## config.mk

```make
export PLATFORM = sky130hd
export DESIGN_NAME = eight_bit_divider
export DESIGN_NICKNAME = d
export VERILOG_FILES = /design/src/rtl/div_pkg.sv /design/src/rtl/div_step.sv /design/src/rtl/eight_bit_divider.sv
export SDC_FILE = /design/constraint.sdc
export NUM_CORES = 1
export LEC_CHECK = 0
export CAP_MARGIN = 5
export CORE_MARGIN = 2
export CORE_UTILIZATION = 48
export DETAILED_ROUTE_END_ITERATION = 8
export PLACE_DENSITY = 0.77
export SYNTH_ARGS = -nofsm -noshare
export SYNTH_HDL_FRONTEND = slang
export SYNTH_HIERARCHICAL = 1
export SYNTH_SLANG_ARGS = --single-unit
```

## constraint.sdc

```tcl
create_clock -name clk -period 3.88 [get_ports clk]
set_input_delay 0.776 -clock clk [delete_from_list [all_inputs] [get_ports clk]]
set_output_delay 0.776 -clock clk [all_outputs]
set_load 0.1 [all_outputs]
```

## src/rtl/div_pkg.sv

```systemverilog
// div_pkg: shared widths and FSM state type for the 8-bit restoring divider
package div_pkg;
  localparam int DIV_W = 8;
  localparam int CNT_W = 3;
  typedef enum logic [1:0] {IDLE, CALC, DONE} state_t;
endpackage

```

## src/rtl/div_step.sv

```systemverilog
// div_step: one restoring-division step (rem, q_msb, divisor -> next_rem, q_bit) via ripple subtract
module div_step
  import div_pkg::*;
(
  input  logic [DIV_W:0]   rem,
  input  logic             q_msb,
  input  logic [DIV_W-1:0] divisor,
  output logic [DIV_W:0]   next_rem,
  output logic             q_bit
);
  localparam int W = DIV_W + 2;
  logic [W-1:0] m, s, d, c;
  // rem[8] is always 0, so {rem, q_msb} equals the zero-extended shifted partial remainder
  assign m    = {rem, q_msb};
  assign s    = ~{2'b00, divisor};
  assign c[0] = 1'b1;
  for (genvar i = 0; i < W; i++) begin : g_fa
    assign d[i] = m[i] ^ s[i] ^ c[i];
    if (i < W - 1) begin : g_c
      assign c[i+1] = (m[i] & s[i]) | (c[i] & (m[i] ^ s[i]));
    end
  end
  assign q_bit    = ~d[W-1];
  assign next_rem = q_bit ? d[DIV_W:0] : m[DIV_W:0];
endmodule

```

## src/rtl/eight_bit_divider.sv

```systemverilog
// eight_bit_divider: multi-cycle unsigned 8/8 restoring divider (run/busy/done handshake, div-by-zero flag)
module eight_bit_divider
  import div_pkg::*;
(
  input  logic             clk,
  input  logic             rst_n,
  input  logic             run,
  input  logic [DIV_W-1:0] dividend,
  input  logic [DIV_W-1:0] divisor,
  output logic [DIV_W-1:0] quotient,
  output logic [DIV_W-1:0] remainder,
  output logic             busy,
  output logic             done,
  output logic             div_by_zero
);
  state_t state, state_nx;
  logic [CNT_W-1:0] cnt;
  logic fin, dz, q_bit;
  logic [DIV_W:0] rem, rem_nx;
  logic [DIV_W-1:0] q, dvsr;
  div_step u_step (
    .rem     (rem),
    .q_msb   (q[DIV_W-1]),
    .divisor (dvsr),
    .next_rem(rem_nx),
    .q_bit   (q_bit)
  );
  always_comb begin
    state_nx = state == IDLE ? (run ? (divisor == '0 ? DONE : CALC) : IDLE)
             : state == CALC ? (fin ? DONE : CALC)
             : (run ? DONE : IDLE);
    busy        = state == CALC;
    done        = state == DONE;
    div_by_zero = done & dz;
  end
  always_ff @(posedge clk or negedge rst_n) begin
    if (!rst_n) state <= IDLE;
    else state <= state_nx;
  end
  // fin marks that all 8 steps are complete; the following CALC edge publishes the result
  always_ff @(posedge clk or negedge rst_n) begin
    if (!rst_n) begin
      cnt       <= '0;
      fin       <= 1'b0;
      dz        <= 1'b0;
      rem       <= '0;
      q         <= '0;
      dvsr      <= '0;
      quotient  <= '0;
      remainder <= '0;
    end else if (state == IDLE && run) begin
      dvsr <= divisor;
      rem  <= '0;
      cnt  <= '0;
      fin  <= 1'b0;
      q    <= dividend;
      dz   <= divisor == '0;
      if (divisor == '0) begin
        quotient  <= '1;
        remainder <= dividend;
      end
    end else if (state == CALC) begin
      if (fin) begin
        quotient  <= q;
        remainder <= rem[DIV_W-1:0];
      end else begin
        rem <= rem_nx;
        q   <= {q[DIV_W-2:0], q_bit};
        cnt <= cnt + 1'b1;
        fin <= cnt == '1;
      end
    end
  end
endmodule

```

* Word level (Yosys, flattened, before mapping) *
Index checks and enable logic that the tools add are counted.

word-level totals
  register bits after elaboration = 48
  input port bits = 19
  logic and storage cells = 98

cells by class
  $add $sub $neg = 1
  equality and inequality tests = 5
  mux-type cells = 27
  bitwise operators = 49
  reduce and logical (&&, ||, !) cells = 7

operators with widths
  kind                                           number
  2-to-1 mux 8 bit                               11
  2-to-1 mux 9 bit                               4
  XOR 1 bit                                      19
  AND 1 bit                                      18
  2-to-1 mux 2 bit                               6
  inverter 8 -> 10 bit                           1
  2-to-1 mux 3 bit                               3
  OR 1 bit                                       9
  logical NOT 8 bit                              1
  != test 2 x 1 -> 1 bit, second input constant  2
  nonzero test 2 bit                             2
  adder 3 x 1 -> 3 bit, second input constant    1
  == test 3 bit, second input constant           1
  2-to-1 mux 1 bit                               3
  AND reduction 3 bit                            1
  == test 2 x 1 -> 1 bit, second input constant  1
  == test 2 bit, second input constant           1
  logical NOT 2 bit                              1
  inverter 1 bit                                 2
  AND reduction 2 bit                            1
  logical AND 1 bit                              1

* Longest topological paths before layout *
  word-level depth = 24
  mapped depth = 14
  gate-level depth less buffers = 14

* Hierarchy *
Netlist, hierarchy kept.

by module, submodules not included
  module             times used  cells each  area each (sq um)  sequential area each (sq um)
  eight_bit_divider  1           160         1995.7             1201.2
  div_step           1           28          326.6              0.0

* Worst setup path before layout *
OpenSTA, ideal clock, no wires.

  kind = flip-flop to flip-flop
  from = register q[7]
  to = register rem[6]
  arrival = 3.789 ns
  data required time = 3.759 ns
  setup slack = -0.030 ns
  cell stages (with the launch flop) = 15
  buffers on the path = 0
  path through = dfrtp_1 > inv_1 > ha_1 > fa_1 > fa_1 > fa_1 > fa_1 > fa_1 > inv_1 > fa_1 > fa_1 > nor2_4 > xnor2_4 > mux2_4 > a22o_1

between the ends
  word-level cells in the longest chain between the ends = 23

RTL lines
  item                                    RTL line                 text
  start, declared                         eight_bit_divider.sv:20  logic [DIV_W-1:0] q, dvsr;
  start signal, assigned                  eight_bit_divider.sv:56  q <= dividend;
  start signal, assigned                  eight_bit_divider.sv:68  q <= {q[DIV_W-2:0], q_bit};
  AND 1 bit or XOR 1 bit (tied branches)  div_step.sv:20           assign c[i+1] = (m[i] & s[i]) | (c[i] & (m[i] ^ s[i]));
  OR 1 bit (*)                            div_step.sv:20
  AND 1 bit (*)                           div_step.sv:20
  OR 1 bit (*)                            div_step.sv:20
  AND 1 bit (*)                           div_step.sv:20
  OR 1 bit (*)                            div_step.sv:20
  AND 1 bit (*)                           div_step.sv:20
  OR 1 bit (*)                            div_step.sv:20
  [... 8 more ...]                        n/a
  AND 1 bit                               div_step.sv:20
  OR 1 bit                                div_step.sv:20
  XOR 1 bit                               div_step.sv:18           assign d[i] = m[i] ^ s[i] ^ c[i];
  2-to-1 mux 9 bit (*)                    div_step.sv:24           assign next_rem = q_bit ? d[DIV_W:0] : m[DIV_W:0];
  net rem_nx[6]                           eight_bit_divider.sv:19  logic [DIV_W:0] rem, rem_nx;
  2-to-1 mux 9 bit (*)                    eight_bit_divider.sv:63  if (fin) begin
  2-to-1 mux 9 bit (*)                    eight_bit_divider.sv:62  end else if (state == CALC) begin
  2-to-1 mux 9 bit (*)                    eight_bit_divider.sv:51  end else if (state == IDLE && run) begin
  end signal, assigned                    eight_bit_divider.sv:67  rem <= rem_nx;
  end, declared                           eight_bit_divider.sv:19

Mark *: on every way through the listed nets, which the timed path passes. The rest lies on a longest branch. The select of a mux whose other input is x is not followed.
A chain may end at the register's enable or synchronous reset.

* Worst setup path after layout *
  from = register q[7]
  to = register rem[7]

between the ends
  word-level cells in the longest chain between the ends = 23

RTL lines
  item                                    RTL line
  AND 1 bit or XOR 1 bit (tied branches)  div_step.sv:20
  OR 1 bit (*)                            div_step.sv:20
  AND 1 bit (*)                           div_step.sv:20
  OR 1 bit (*)                            div_step.sv:20
  AND 1 bit (*)                           div_step.sv:20
  OR 1 bit (*)                            div_step.sv:20
  AND 1 bit (*)                           div_step.sv:20
  OR 1 bit (*)                            div_step.sv:20
  [... 8 more ...]                        n/a
  AND 1 bit                               div_step.sv:20
  OR 1 bit                                div_step.sv:20
  XOR 1 bit                               div_step.sv:18
  2-to-1 mux 9 bit (*)                    div_step.sv:24
  net rem_nx[7]                           eight_bit_divider.sv:19
  2-to-1 mux 9 bit (*)                    eight_bit_divider.sv:63
  2-to-1 mux 9 bit (*)                    eight_bit_divider.sv:62
  2-to-1 mux 9 bit (*)                    eight_bit_divider.sv:51

Marked as above.

==> PnR_summary.wiki <==
{| class="wikitable"
! Metric !! Value
|-
| Result of the run || finished, final reports clean
|-
| Area of combinational cells with multiple inputs || approximately 1100 sq um
|-
| Worst-path cell with the longest stage delay || dfrtp_1
|-
| Part of the Yosys area used for sequential elements || 0.517
|-
| Antenna violations before repair || 0
|-
| CTS tree || built
|-
| Worst reg2reg endpoint || rem[7]$_DFFE_PN0P_
|-
| Crit start category || flop
|-
| Global placer's final weighted congestion || between 0.8 and 0.9
|-
| HPWL reported at the end of detailed placement || 3170 um
|-
| Layout cell share with drive strength beyond 1 || 0.157
|-
| Synth unique cells || 36
|-
| Number of search-and-repair iterations in the first detailed-routing pass || 4
|-
| Vias in the first global route || roughly 1.5k
|-
| Yosys warning count || 6
|-
| Wirelength, routed || approximately 4500 um
|-
| Worst setup path category || reg -> reg
|-
| Diodes inserted || 0
|-
| RSZ-0062 raised after global routing || false
|-
| Final Hold Viols || 0
|-
| Global-route wire length before repair || between 7000 and 8000 um
|-
| Stages on worst setup path || 14
|-
| Worst setup path start || q[7]$_DFFE_PN0P_
|-
| Number of enable flip-flop cells after synthesis || 0
|-
| Wirelength per Cell || between 15 and 20 um
|-
| Family with the most delay on the worst path || adder cells
|-
| Dominant cell type by count on the critical path || fa_2
|-
| Worst Path Required || between 4 and 5 ns
|-
| Biggest area contributors in the synthesized netlist || dfrtp_1 (52%), a22o_1 (6.0%), fa_1 (6.0%), nand2_1 (4.5%), mux2i_1 (3.9%)
|-
| Combined buffer and inverter count along the critical path || 2
|-
| Critical Path Sink Type || flop
|-
| Height of the die || between 70 and 80 um
|-
| Post-synth ARST share || 1.00
|-
| Filler cell count || around 400
|-
| Most area-hungry cell type in the Yosys netlist || dfrtp_1
|-
| Maximum count of clock buffers along a single path || 2
|-
| Stage delay of the slowest cell on the critical path || 0.37 ns
|-
| Main synth FF type || dfrtp_1
|-
| Total number of placement rows || 25
|-
| Critical hold path startpoint || dz$_DFFE_PN0P_
|-
| IO Pins || 38
|-
| Timing endpoint of the critical path || rem[7]$_DFFE_PN0P_
|-
| Effective utilization at floorplan || 0.495
|-
| Count of nets left with antenna violations after detail routing || 0
|-
| Number of design rule violations left after detail routing || 0
|-
| Total of hold buffers inserted after clock tree synthesis || 0
|-
| Non-filler instance count after layout || about 280
|-
| Maxcap violations || 0
|-
| Worst Max-Slew Pin Slew || roughly 1.0 ns
|-
| Clock latency at the later pin of the worst-skew pair || between 0.3 and 0.4 ns
|-
| WHS Path Cells || 2
|-
| Final setup violation count || 0
|-
| Total routing resource utilization after global routing || 0.185
|-
| 1st-iter DRT viols || 63
|-
| Vias per cell || approximately 5.5
|-
| Placeable core area || roughly 4700 sq um
|-
| Critical-path maximum fanout || 3
|-
| Synthesized net count || between 200 and 250
|-
| Clock slew at reported path FFs || ~0.09 ns
|-
| Port-buffer cells || 37
|-
| H-tree depth reported by CTS || 2
|-
| Number of nets in the finished design || approximately 260
|-
| Aggregate negative setup slack || 0 ns
|-
| Most used cells in the layout excluding fill and tap cells || dfrtp_1 (48), clkdlybuf4s50_1 (35), nand2_1 (28)
|-
| Min-delay worst type || reg -> reg
|-
| Worst slew margin relative to its limit || 0.309
|-
| Ordered list of cells on the worst path || inv_1, ha_1, fa_2, fa_2, fa_2, fa_2, fa_2, inv_2, fa_2, fa_2, nor2_4, xnor2_4, mux2_4, a22o_1
|-
| Count of pins over their slew limit || 0
|-
| Area taken by flip-flops and latches || between 1000 and 1500 sq um
|-
| Worst R2R Start || q[7]$_DFFE_PN0P_
|-
| Crit share post-route || 0.966
|-
| Clock skew after layout || between 0.008 and 0.009 ns
|-
| Mapped cell area || 2320 sq um
|-
| Area overhead of the layout relative to synthesis || 23.1%
|-
| Placed cell count || between 200 and 300
|-
| Clock sink count || 48
|-
| Commonest non-fill, non-tap cell in the layout || dfrtp_1
|-
| Post-synthesis instance total || between 150 and 200
|-
| Total of flip-flops plus latches after synthesis || 48
|-
| Maximum number of pins on one net before global-route repair || 49
|-
| DIE WIDTH || between 70 and 80 um
|-
| Highest attainable clock frequency || around 0.27 GHz
|-
| Via count of the routed design || roughly 1.5k
|-
| Area share of the largest cell type after synthesis || 0.517
|-
| Cts bufs inserted || 5
|-
| Worst reg2reg path depth || 14
|-
| Area of the die || approximately 5400 sq um
|-
| GR Overflow Total || 0
|-
| Data arrival, critical path || ~4 ns
|-
| Root buffer cell || clkbuf_8
|-
| Mapped Avg Cell Area || roughly 12 sq um
|-
| Minimum period implied by the final worst setup slack || 3.75 ns
|-
| R2r setup slk || around 0.13 ns
|}
[logic make-up after synthesis]
family | share of synthesized area
AOI/OAI and AO/OA | 0.172
xor gates and xnor gates | 0.0119
adders and majority gates | 0.0765
buffers and inverters | 0.0377
DFF | 0.517
muxes | 0.0614
and+or+nand+nor | 0.123
[repair_timing]
item / CTS / global route
setup endpoints to repair: 0 / 9
setup buffers: 0 / 1
gates resized for setup: 0 / 5
[how the worst min path moves through the flow]
stage	to	slack, ns
after global routing	dz$_DFFE_PN0P_	0.51
final	dz$_DFFE_PN0P_	0.48
after detailed placement	dvsr[6]$_DFFE_PN0P_	0.47
after global placement	dz$_DFFE_PN0P_	0.46
after floorplan	dz$_DFFE_PN0P_	0.44
after CTS	dvsr[6]$_DFFE_PN0P_	0.49
[Yosys cell counts (2+ instances only)]
| library cell | instances |
|---|---|
| nand2_1 | 28 |
| fa_1 | 7 |
| nor2_1 | 6 |
| ha_1 | 3 |
| nand2b_1 | 7 |
| mux2i_1 | 9 |
| clkbuf_1 | 5 |
| a21o_1 | 5 |
| nor3b_2 | 2 |
| o22a_1 | 8 |
| nor2b_1 | 3 |
| mux2_2 | 2 |
| a21oi_1 | 2 |
| o221a_1 | 7 |
| a22o_1 | 16 |
| mux2_4 | 2 |
| inv_1 | 9 |
| dfrtp_1 | 48 |
| buf_6 | 2 |
[layout make-up]
| cell class | instances | share of cell area |
|---|---|---|
| Sequential cell | 48 | 0.420 |
| Multi-Input combinational cell | 122 | 0.369 |
| Timing Repair Buffer | 42 | 0.141 |
| Clock buffer | 6 | 0.0289 |
| Tap cell | 54 | 0.0236 |
| Inverter | 9 | 0.0118 |
| Clock inverter | 2 | 0.00525 |
[worst min-delay path, cell delays in order, from the launching register on]
cell     delay (ns)
dfrtp_1        0.35
nand2_1        0.05
nand2_1        0.05
[per-stage QoR]
step	setup WS [ns]	hold WS, ns	utilization	area [sq um]
after floorplan	0.0346	0.438	-	2330
after global placement	0.121	0.460	0.584	2740
after detailed placement	0.0445	0.466	0.584	2740
after CTS	0.0367	0.488	0.605	2840
after global routing	0.0215	0.505	0.609	2860
final	0.130	0.480	0.609	2860
[sequential cells by signal, summed over array words and instances (netlist names)]
signal and count:
cnt 3, dvsr 8, dz 1, fin 1, q 8, quotient 8, rem 9, remainder 8
state 2
[routing by layer]
layer  part of all wire  track usage
met4              0.016       0.0727
met2               0.47        0.276
met5                  0            0
met1               0.48        0.271
met3              0.033       0.0288
Power is not shown: default switching activity piles up to over one toggle a cycle in this logic, so the estimate is an artifact.
